<file path="src/rtl/m_mem_port.sv">
// MEM-stage load/store unit: decodes the EX/MEM instruction, runs a req/ack transaction with
// timeout while holding the pipeline, and returns extended load data plus error pulses.
module m_mem_port #(
  parameter int MAX_WAIT = 255
) (
  input  logic        clk,
  input  logic        reset,
  input  logic [31:0] instr_m,
  input  logic [31:0] pc_m,
  input  logic [31:0] addr_m,
  input  logic [31:0] wdata_m,
  output logic        stall_m,
  output logic        mem_req,
  output logic        mem_we,
  output logic [31:0] mem_addr,
  output logic [3:0]  mem_be,
  output logic [31:0] mem_wdata,
  input  logic        mem_ack,
  input  logic [31:0] mem_rdata,
  output logic [31:0] load_data,
  output logic        load_valid,
  output logic        addr_err,
  output logic        timeout_err,
  output logic [31:0] err_pc
);

  typedef enum logic [1:0] {IDLE, WAIT, DONE} state_t;

  localparam logic [1:0] SzByte = 2'd0;
  localparam logic [1:0] SzHalf = 2'd1;
  localparam logic [1:0] SzWord = 2'd2;
  localparam logic [7:0] LastCnt = 8'(MAX_WAIT - 1);

  state_t      state;
  logic        isLoad, isStore, isMem, accSigned, aligned;
  logic [1:0]  accSize;
  logic [3:0]  beNext;
  logic [31:0] wdataNext;

  logic        opLoad, opSigned;
  logic [1:0]  opSize, opLane;
  logic [31:0] opPc;
  logic [7:0]  waitCnt;
  logic [31:0] laneWord, loadExt;

  // Only the opcode field matters here; the rest of the instruction is intentionally ignored.
  logic unusedInstr;
  assign unusedInstr = ^instr_m[25:0];

  always_comb begin
    isLoad    = 1'b0;
    isStore   = 1'b0;
    accSize   = SzByte;
    accSigned = 1'b0;
    case (instr_m[31:26])
      6'b100011: begin isLoad = 1'b1;  accSize = SzWord; end
      6'b100001: begin isLoad = 1'b1;  accSize = SzHalf; accSigned = 1'b1; end
      6'b100101: begin isLoad = 1'b1;  accSize = SzHalf; end
      6'b100000: begin isLoad = 1'b1;  accSize = SzByte; accSigned = 1'b1; end
      6'b100100: begin isLoad = 1'b1;  accSize = SzByte; end
      6'b101011: begin isStore = 1'b1; accSize = SzWord; end
      6'b101001: begin isStore = 1'b1; accSize = SzHalf; end
      6'b101000: begin isStore = 1'b1; accSize = SzByte; end
      default: ;
    endcase
  end

  always_comb begin
    aligned   = 1'b1;
    beNext    = 4'b0001 << addr_m[1:0];
    wdataNext = {4{wdata_m[7:0]}};
    case (accSize)
      SzWord: begin
        aligned   = (addr_m[1:0] == 2'b00);
        beNext    = 4'b1111;
        wdataNext = wdata_m;
      end
      SzHalf: begin
        aligned   = ~addr_m[0];
        beNext    = addr_m[1] ? 4'b1100 : 4'b0011;
        wdataNext = {2{wdata_m[15:0]}};
      end
      default: ;
    endcase
  end

  assign isMem    = isLoad | isStore;
  // DONE never re-decodes instr_m, so the completed instruction cannot issue twice.
  assign stall_m  = (state == WAIT) || ((state == IDLE) && isMem && aligned);
  assign addr_err = (state == IDLE) && isMem && !aligned;

  assign laneWord = mem_rdata >> {opLane, 3'b000};
  always_comb begin
    loadExt = mem_rdata;
    case (opSize)
      SzByte:  loadExt = {{24{opSigned & laneWord[7]}}, laneWord[7:0]};
      SzHalf:  loadExt = {{16{opSigned & laneWord[15]}}, laneWord[15:0]};
      default: ;
    endcase
  end

  always_ff @(posedge clk or posedge reset) begin
    if (reset) begin
      state       <= IDLE;
      mem_req     <= 1'b0;
      mem_we      <= 1'b0;
      mem_addr    <= '0;
      mem_be      <= '0;
      mem_wdata   <= '0;
      load_data   <= '0;
      load_valid  <= 1'b0;
      timeout_err <= 1'b0;
      err_pc      <= '0;
      opLoad      <= 1'b0;
      opSigned    <= 1'b0;
      opSize      <= SzByte;
      opLane      <= 2'b00;
      opPc        <= '0;
      waitCnt     <= '0;
    end else begin
      load_valid  <= 1'b0;
      timeout_err <= 1'b0;
      case (state)
        IDLE: begin
          if (addr_err) begin
            err_pc <= pc_m;
          end else if (isMem) begin
            state     <= WAIT;
            mem_req   <= 1'b1;
            mem_we    <= isStore;
            mem_addr  <= {addr_m[31:2], 2'b00};
            mem_be    <= beNext;
            mem_wdata <= wdataNext;
            opLoad    <= isLoad;
            opSigned  <= accSigned;
            opSize    <= accSize;
            opLane    <= addr_m[1:0];
            opPc      <= pc_m;
            waitCnt   <= '0;
          end
        end
        WAIT: begin
          // An ack on the final permitted cycle still completes the access.
          if (mem_ack) begin
            state   <= DONE;
            mem_req <= 1'b0;
            mem_we  <= 1'b0;
            mem_be  <= '0;
            if (opLoad) begin
              load_data  <= loadExt;
              load_valid <= 1'b1;
            end
          end else if (waitCnt == LastCnt) begin
            state       <= DONE;
            mem_req     <= 1'b0;
            mem_we      <= 1'b0;
            mem_be      <= '0;
            load_data   <= '0;
            timeout_err <= 1'b1;
            err_pc      <= opPc;
          end else begin
            waitCnt <= waitCnt + 8'd1;
          end
        end
        DONE:    state <= IDLE;
        default: state <= IDLE;
      endcase
    end
  end

endmodule
</file>
<file path="config.mk">
export PLATFORM = sky130hd
export DESIGN_NAME = m_mem_port
export DESIGN_NICKNAME = d
export VERILOG_FILES = /design/src/rtl/m_mem_port.sv
export SDC_FILE = /design/constraint.sdc
export NUM_CORES = 1
export LEC_CHECK = 0
export CORE_ASPECT_RATIO = 1.4
export CORE_MARGIN = 1.5
export CORE_UTILIZATION = 60
export CTS_BUF_LIST = sky130_fd_sc_hd__clkbuf_8
export CTS_CLUSTER_DIAMETER = 100
export DETAILED_ROUTE_END_ITERATION = 12
export DONT_BUFFER_PORTS = 1
export HOLD_SLACK_MARGIN = 0.1
export PLACE_DENSITY = 0.77
export RECOVER_POWER = 100
export REMOVE_ABC_BUFFERS = 1
export SETUP_SLACK_MARGIN = 0.3
export SLEW_MARGIN = 20
export SYNTH_ARGS = -nofsm -noshare
export SYNTH_HDL_FRONTEND = slang
export SYNTH_SLANG_ARGS = --single-unit
</file>
<file path="constraint.sdc">
create_clock -name clk -period 6.46 [get_ports clk]
set_clock_uncertainty 0.05 [all_clocks]
set_input_delay 1.292 -clock clk [delete_from_list [all_inputs] [get_ports clk]]
set_output_delay 1.292 -clock clk [all_outputs]
set_load 0.01 [all_outputs]
</file>
==> flow_metrics.env, run 1 <==
export IMPL_final_cell_mix="dfrtp_1 (182), mux2_2 (85), o21ai_0 (54)"
export IMPL_postSynthAreaPerCell_um2=12.50
export IMPL_routed_wl_um=19580
export IMPL_wire_per_inst_um=22.98
export IMPL_gp_congestion=0.8881
export IMPL_worst_hold_slack_ns=0.4558
export IMPL_hold_viol_final=0
export IMPL_fin_cells=852
export IMPL_fin_area_um2=8776
export IMPL_crit_type="in -> out"
export IMPL_detail_route_drc_violations=0
export IMPL_yosysTopAreaCell="dfrtp_1"
export IMPL_period_needed_ns=5.521
export IMPL_synthArstFlopShare_pct=100.0
export IMPL_dp_cells=820
export IMPL_drt_iter0_drc=300
export IMPL_final_max_slew_viol_count=131
export IMPL_worst_pin_slew_ns=3.143
export IMPL_die_y_um=143.8
export IMPL_clockRootBuffer="clkbuf_8"
export IMPL_yosysWarnings=0
export IMPL_slew_limit_headroom_pct=-109.5
export IMPL_fillCellCount=1115
export IMPL_ys_flop_type="dfrtp_1"
export IMPL_min_path_type="reg -> reg"
export IMPL_fin_util_pct=63.38
export IMPL_tns_ns=0
export IMPL_ir_worst_vdd_v=0.0001780
export IMPL_die_w_um=103.5
export IMPL_initial_core_util_pct=61.32
export IMPL_dr_pass1_iters=7
export IMPL_clkLatencyLatePin_ns=0.44
export IMPL_antenna_found_initial=0
export IMPL_cts_hold_buffers_added=0
export IMPL_setup_viol=0
export IMPL_cp_data_arrival_time_ns=4.18
export IMPL_grt_ovfl_total=0
export IMPL_syn_inst=679
export IMPL_grt_pass1_vias=5964
export IMPL_ios=301
export IMPL_grt_max_degree=125
export IMPL_synth_seq_area_share_pct=53.64
export IMPL_cp_start_kind="input port"
export IMPL_ys_types=60
export IMPL_status="complete, but fails checks"
export IMPL_drive_gt1_share_pct=22.49
export IMPL_cts_setup_buffers=0
export IMPL_maxCapViolCount=3
export IMPL_placed_cell_area_um2=8512
export IMPL_final_common_cell="dfrtp_1"
export IMPL_synth_edf_count=0
export IMPL_n_antenna_cell=0
export IMPL_max_freq_mhz=181.1
export IMPL_h_tree_depth=4
export IMPL_viasPerCell=6.609
export IMPL_cts_buffer_depth=2
export IMPL_leakage_nw=3.713
export IMPL_num_rows=51
export IMPL_nets=822
export IMPL_grt_pass1_wl_um=30330
export IMPL_rsz0062_at_grt="no"
export IMPL_cts_buffers=17
export IMPL_p_per_area_nw_per_um2=348.6
export IMPL_cts_clk_slew_worst_paths_ns=0.11
export IMPL_grt_usage_pct=25.70
export IMPL_die_area_um2=14880
export IMPL_core_area_um2=13850
export IMPL_cts_sink_count=182
export IMPL_via_count=5631
export IMPL_syn_to_final_growth_pct=3.360
export IMPL_portBuffers=0
export IMPL_cp_end_kind="primary output"
export IMPL_path_max_fanout=13
export IMPL_synth_top_area_share_pct=53.64
export IMPL_required_ns=5.12
export IMPL_dp_hpwl_um=13490
export IMPL_post_cts_resized=0
export IMPL_syn_cell_area_um2=8491
export IMPL_synthTopCellsByArea="dfrtp_1 (54%), mux2_2 (11%), a2bb2oi_2 (5.3%)"
export IMPL_cts_tree="built"
export IMPL_synth_seq_cells=182
export IMPL_violations="capacitance limit, slew limit"
export IMPL_postRouteAntennaNets=0
export IMPL_fin_crit_sh_pct=85.47
## power breakdown
group | total, mW | internal [mW] | switching (mW) | leakage (nW)
Sequential | 1.77 | 1.43 | 0.343 | 2.29
Combinational | 0.512 | 0.292 | 0.220 | 1.21
Clock | 0.778 | 0.309 | 0.469 | 0.211
Total | 3.06 | 2.03 | 1.03 | 3.71
## worst paths after layout
path                                 startpoint                      to  slack (ns)  cells past startpoint
min                         opPc[1]$_DFFE_PP0P_     opPc[1]$_DFFE_PP0P_        0.46                      1
max in group asynchronous                 reset   timeout_err$_DFF_PP0_        2.01                      2
max reg2reg                state[0]$_DFFE_PP0P_  err_pc[17]$_DFFE_PP0P_        2.29                      6
min in group asynchronous                 reset   err_pc[1]$_DFFE_PP0P_        0.76                      1
min reg2reg                 opPc[1]$_DFFE_PP0P_     opPc[1]$_DFFE_PP0P_        0.46                      1
max                                 instr_m[30]                 stall_m        0.94                      8
## layer usage
metal	vias to the layer above	GRT usage, %	part of all wire (%)
met1	2840	28.43	37
met3	39	7.528	7.4
met4	0	11.70	2.8
met2	269	45.96	53
met5	-	0	0
li1	2483	-	-
## cell type report
class                           count  area, um^2  area share [%]
Multi-Input combinational cell    431        3456           39.38
Sequential cell                   182        4554           51.90
Clock inverter                     14       182.7           2.082
Timing Repair Buffer                9       47.55          0.5418
Clock buffer                       18       247.7           2.823
Inverter                           13       56.30          0.6416
Tap cell                          185       231.5           2.638
## Yosys cell counts, types with 8 or more instances
cell and n:
a21oi_1 19, a22o_1 19, a22oi_1 25, a2bb2oi_2 30, a31o_2 8, buf_2 8
buf_4 13, clkbuf_1 23, dfrtp_1 182, inv_1 12, mux2_1 13, mux2_2 85
mux2i_1 10, nand2_1 34, nand2b_1 9, nand3_1 8, nor2b_1 8, o21ai_0 54
o22ai_1 35
## cell families after synthesis
| kind of cell | Yosys count | share of synthesized area, % |
|---|---|---|
| buffers and inverters | 67 | 4.097 |
| muxes | 111 | 14.80 |
| AOI/OAI and AO/OA | 221 | 20.75 |
| and+or+nand+nor | 92 | 5.939 |
| adders and majority gates | 5 | 0.7368 |
| DFF | 182 | 53.64 |
| other | 1 | 0.04417 |
## through the flow
stage,setup slack [ns],power [mW]
after global routing,0.6723,3.209
after floorplan,-0.6092,2.171
after detailed placement,1.276,2.339
after CTS,1.281,3.113
after global placement,1.401,2.283
final,0.9386,3.059
## registers in the layout, summed over array words and instances, names as in the netlist, 2 cells and up
name / count
opPc: 32
opLane: 2
mem_be: 4
waitCnt: 8
err_pc: 32
opSize: 2
state: 2
mem_wdata: 32
mem_addr: 30
load_data: 32
## critical path: stages
cell and delay (ns):
nand2b_1 0.21, a2111oi_0 0.54, inv_1 0.18, ha_1 0.46
nor3b_2 0.26, nor3_1 0.86, nor2_1 0.11, o21ba_1 0.26
(Power assumes the default switching activity.)
==> run 2, diff against run 1 <==
--- a/config.mk
+++ b/config.mk
@@ -7,13 +7,13 @@
 export LEC_CHECK = 0
 export CORE_ASPECT_RATIO = 1.4
 export CORE_MARGIN = 1.5
-export CORE_UTILIZATION = 60
-export CTS_BUF_LIST = sky130_fd_sc_hd__clkbuf_8
+export CORE_UTILIZATION = 57
+export CTS_BUF_LIST = sky130_fd_sc_hd__clkbuf_16
 export CTS_CLUSTER_DIAMETER = 100
 export DETAILED_ROUTE_END_ITERATION = 12
 export DONT_BUFFER_PORTS = 1
 export HOLD_SLACK_MARGIN = 0.1
-export PLACE_DENSITY = 0.77
+export PLACE_DENSITY = 0.73
 export RECOVER_POWER = 100
 export REMOVE_ABC_BUFFERS = 1
 export SETUP_SLACK_MARGIN = 0.3
==> flow_metrics.env, run 2 (synthesis gave the netlist of run 1 again) <==
export IMPL_syn_to_final_growth_pct=5.320
export IMPL_hold_viol_final=0
export IMPL_setup_viol=0
export IMPL_ir_worst_vdd_v=0.0001998
export IMPL_cts_tree="built"
export IMPL_crit_slowest_cell="clkbuf_1"
export IMPL_h_tree_depth=4
export IMPL_clockRootBuffer="clkbuf_16"
export IMPL_grt_usage_pct=24.47
export IMPL_cts_buffer_depth=2
export IMPL_clkLatencyLatePin_ns=0.42
export IMPL_leakage_nw=3.768
export IMPL_cpPeakStageDelay_ns=1.81
export IMPL_fillCellCount=1179
export IMPL_die_y_um=147.4
export IMPL_status="complete, but fails checks"
export IMPL_p_per_area_nw_per_um2=367.4
export IMPL_cts_sink_count=182
export IMPL_slew_limit_headroom_pct=-149.1
export IMPL_final_common_cell="dfrtp_1"
export IMPL_maxCapViolCount=6
export IMPL_cpMostUsedCell="nor3_4"
export IMPL_die_area_um2=15650
export IMPL_wire_per_inst_um=22.67
export IMPL_dp_hpwl_um=13290
export IMPL_final_max_slew_viol_count=288
export IMPL_grt_ovfl_total=0
export IMPL_violations="capacitance limit, slew limit"
export IMPL_nets=823
export IMPL_worst_pin_slew_ns=3.717
export IMPL_gp_congestion=0.8257
export IMPL_num_rows=52
export IMPL_fin_cells=857
export IMPL_max_freq_mhz=183.2
export IMPL_portBuffers=0
export IMPL_final_cell_mix="dfrtp_1 (182), mux2_2 (85), o21ai_0 (54)"
export IMPL_cts_setup_buffers=0
export IMPL_viasPerCell=6.544
export IMPL_n_antenna_cell=0
export IMPL_tns_ns=0
export IMPL_initial_core_util_pct=58.52
export IMPL_drive_gt1_share_pct=22.60
export IMPL_via_count=5608
export IMPL_fin_util_pct=61.63
export IMPL_grt_pass1_vias=5885
export IMPL_crit_type="in -> reg"
export IMPL_period_needed_ns=5.459
export IMPL_p_total_mw=3.286
export IMPL_required_ns=6.70
export IMPL_postRouteAntennaNets=0
export IMPL_dp_cells=825
export IMPL_worst_hold_slack_ns=0.4459
export IMPL_fin_crit_sh_pct=84.50
export IMPL_rsz0062_at_grt="no"
export IMPL_cts_clk_slew_worst_paths_ns=0.07
export IMPL_cts_buffers=17
export IMPL_core_area_um2=14510
export IMPL_cts_hold_buffers_added=0
export IMPL_path_max_fanout=47
export IMPL_antenna_found_initial=0
export IMPL_cp_data_arrival_time_ns=5.70
export IMPL_drt_iter0_drc=330
export IMPL_post_cts_resized=0
export IMPL_die_w_um=106.2
export IMPL_crit_family="buffers and inverters"
export IMPL_min_path_type="reg -> reg"
export IMPL_crit_buf_inv=1
export IMPL_detail_route_drc_violations=0
export IMPL_routed_wl_um=19430
export IMPL_grt_max_degree=83
export IMPL_ios=301
export IMPL_cp_end_kind="flip-flop"
export IMPL_cp_start_kind="input port"
export IMPL_cp_cell_sequence="nand2b_1, a2111oi_0, ha_1, nor3_4, nor3_4, clkbuf_1, mux2_2"
export IMPL_dr_pass1_iters=5
export IMPL_grt_pass1_wl_um=30370
==> run 2: cell types whose count changed in the layout (fill, tap and decap cells not counted), sizes merged <==
cell      previous run  this run
inv                 17        19
clkinv              10         6
clkinvlp             0         3
==> run 2: final timing paths <==
check	end	cells past startpoint	slack, ns	startpoint
worst max-delay path	mem_wdata[30]$_DFFE_PP0P_	7	1.00	instr_m[30]
worst min-delay path	opPc[27]$_DFFE_PP0P_	1	0.45	opPc[27]$_DFFE_PP0P_
worst max register to register	err_pc[20]$_DFFE_PP0P_	6	1.68	state[0]$_DFFE_PP0P_
worst min register to register	opPc[27]$_DFFE_PP0P_	1	0.45	opPc[27]$_DFFE_PP0P_
max in group asynchronous	mem_be[2]$_DFFE_PP0P_	2	1.96	reset
min in group asynchronous	mem_addr[21]$_DFFE_PP0P_	1	1.79	reset
==> run 2: layer usage <==
metal	vias to the layer above	GRT usage, %	wire [um]
met5	-	0	0
met4	0	8.176	321
met3	21	6.834	1488
met2	235	43.52	10290
met1	2860	28.22	7332
li1	2492	-	-
==> run 2: final cells by class <==
type	instances	area, um^2	share of cell area [%]
sequential	182	4554	50.93
clock inverter	15	155.1	1.735
inverter	13	50.05	0.5597
clock buffer	17	425.4	4.757
timing repair buffer	10	50.05	0.5597
tap	189	236.5	2.644
multi-input combinational	431	3471	38.81
==> run 2: power by group <==
part / switching, mW / internal [mW]
Sequential: 0.339 / 1.43
Clock: 0.488 / 0.516
Combinational: 0.218 / 0.296
==> run 2: through the flow <==
step	setup slack (ns)	area (um^2)
floorplan	-0.6092	8195
global placement	1.447	8524
detailed placement	1.352	8524
CTS	1.356	9105
global route	0.6577	8942
finish	1.001	8942
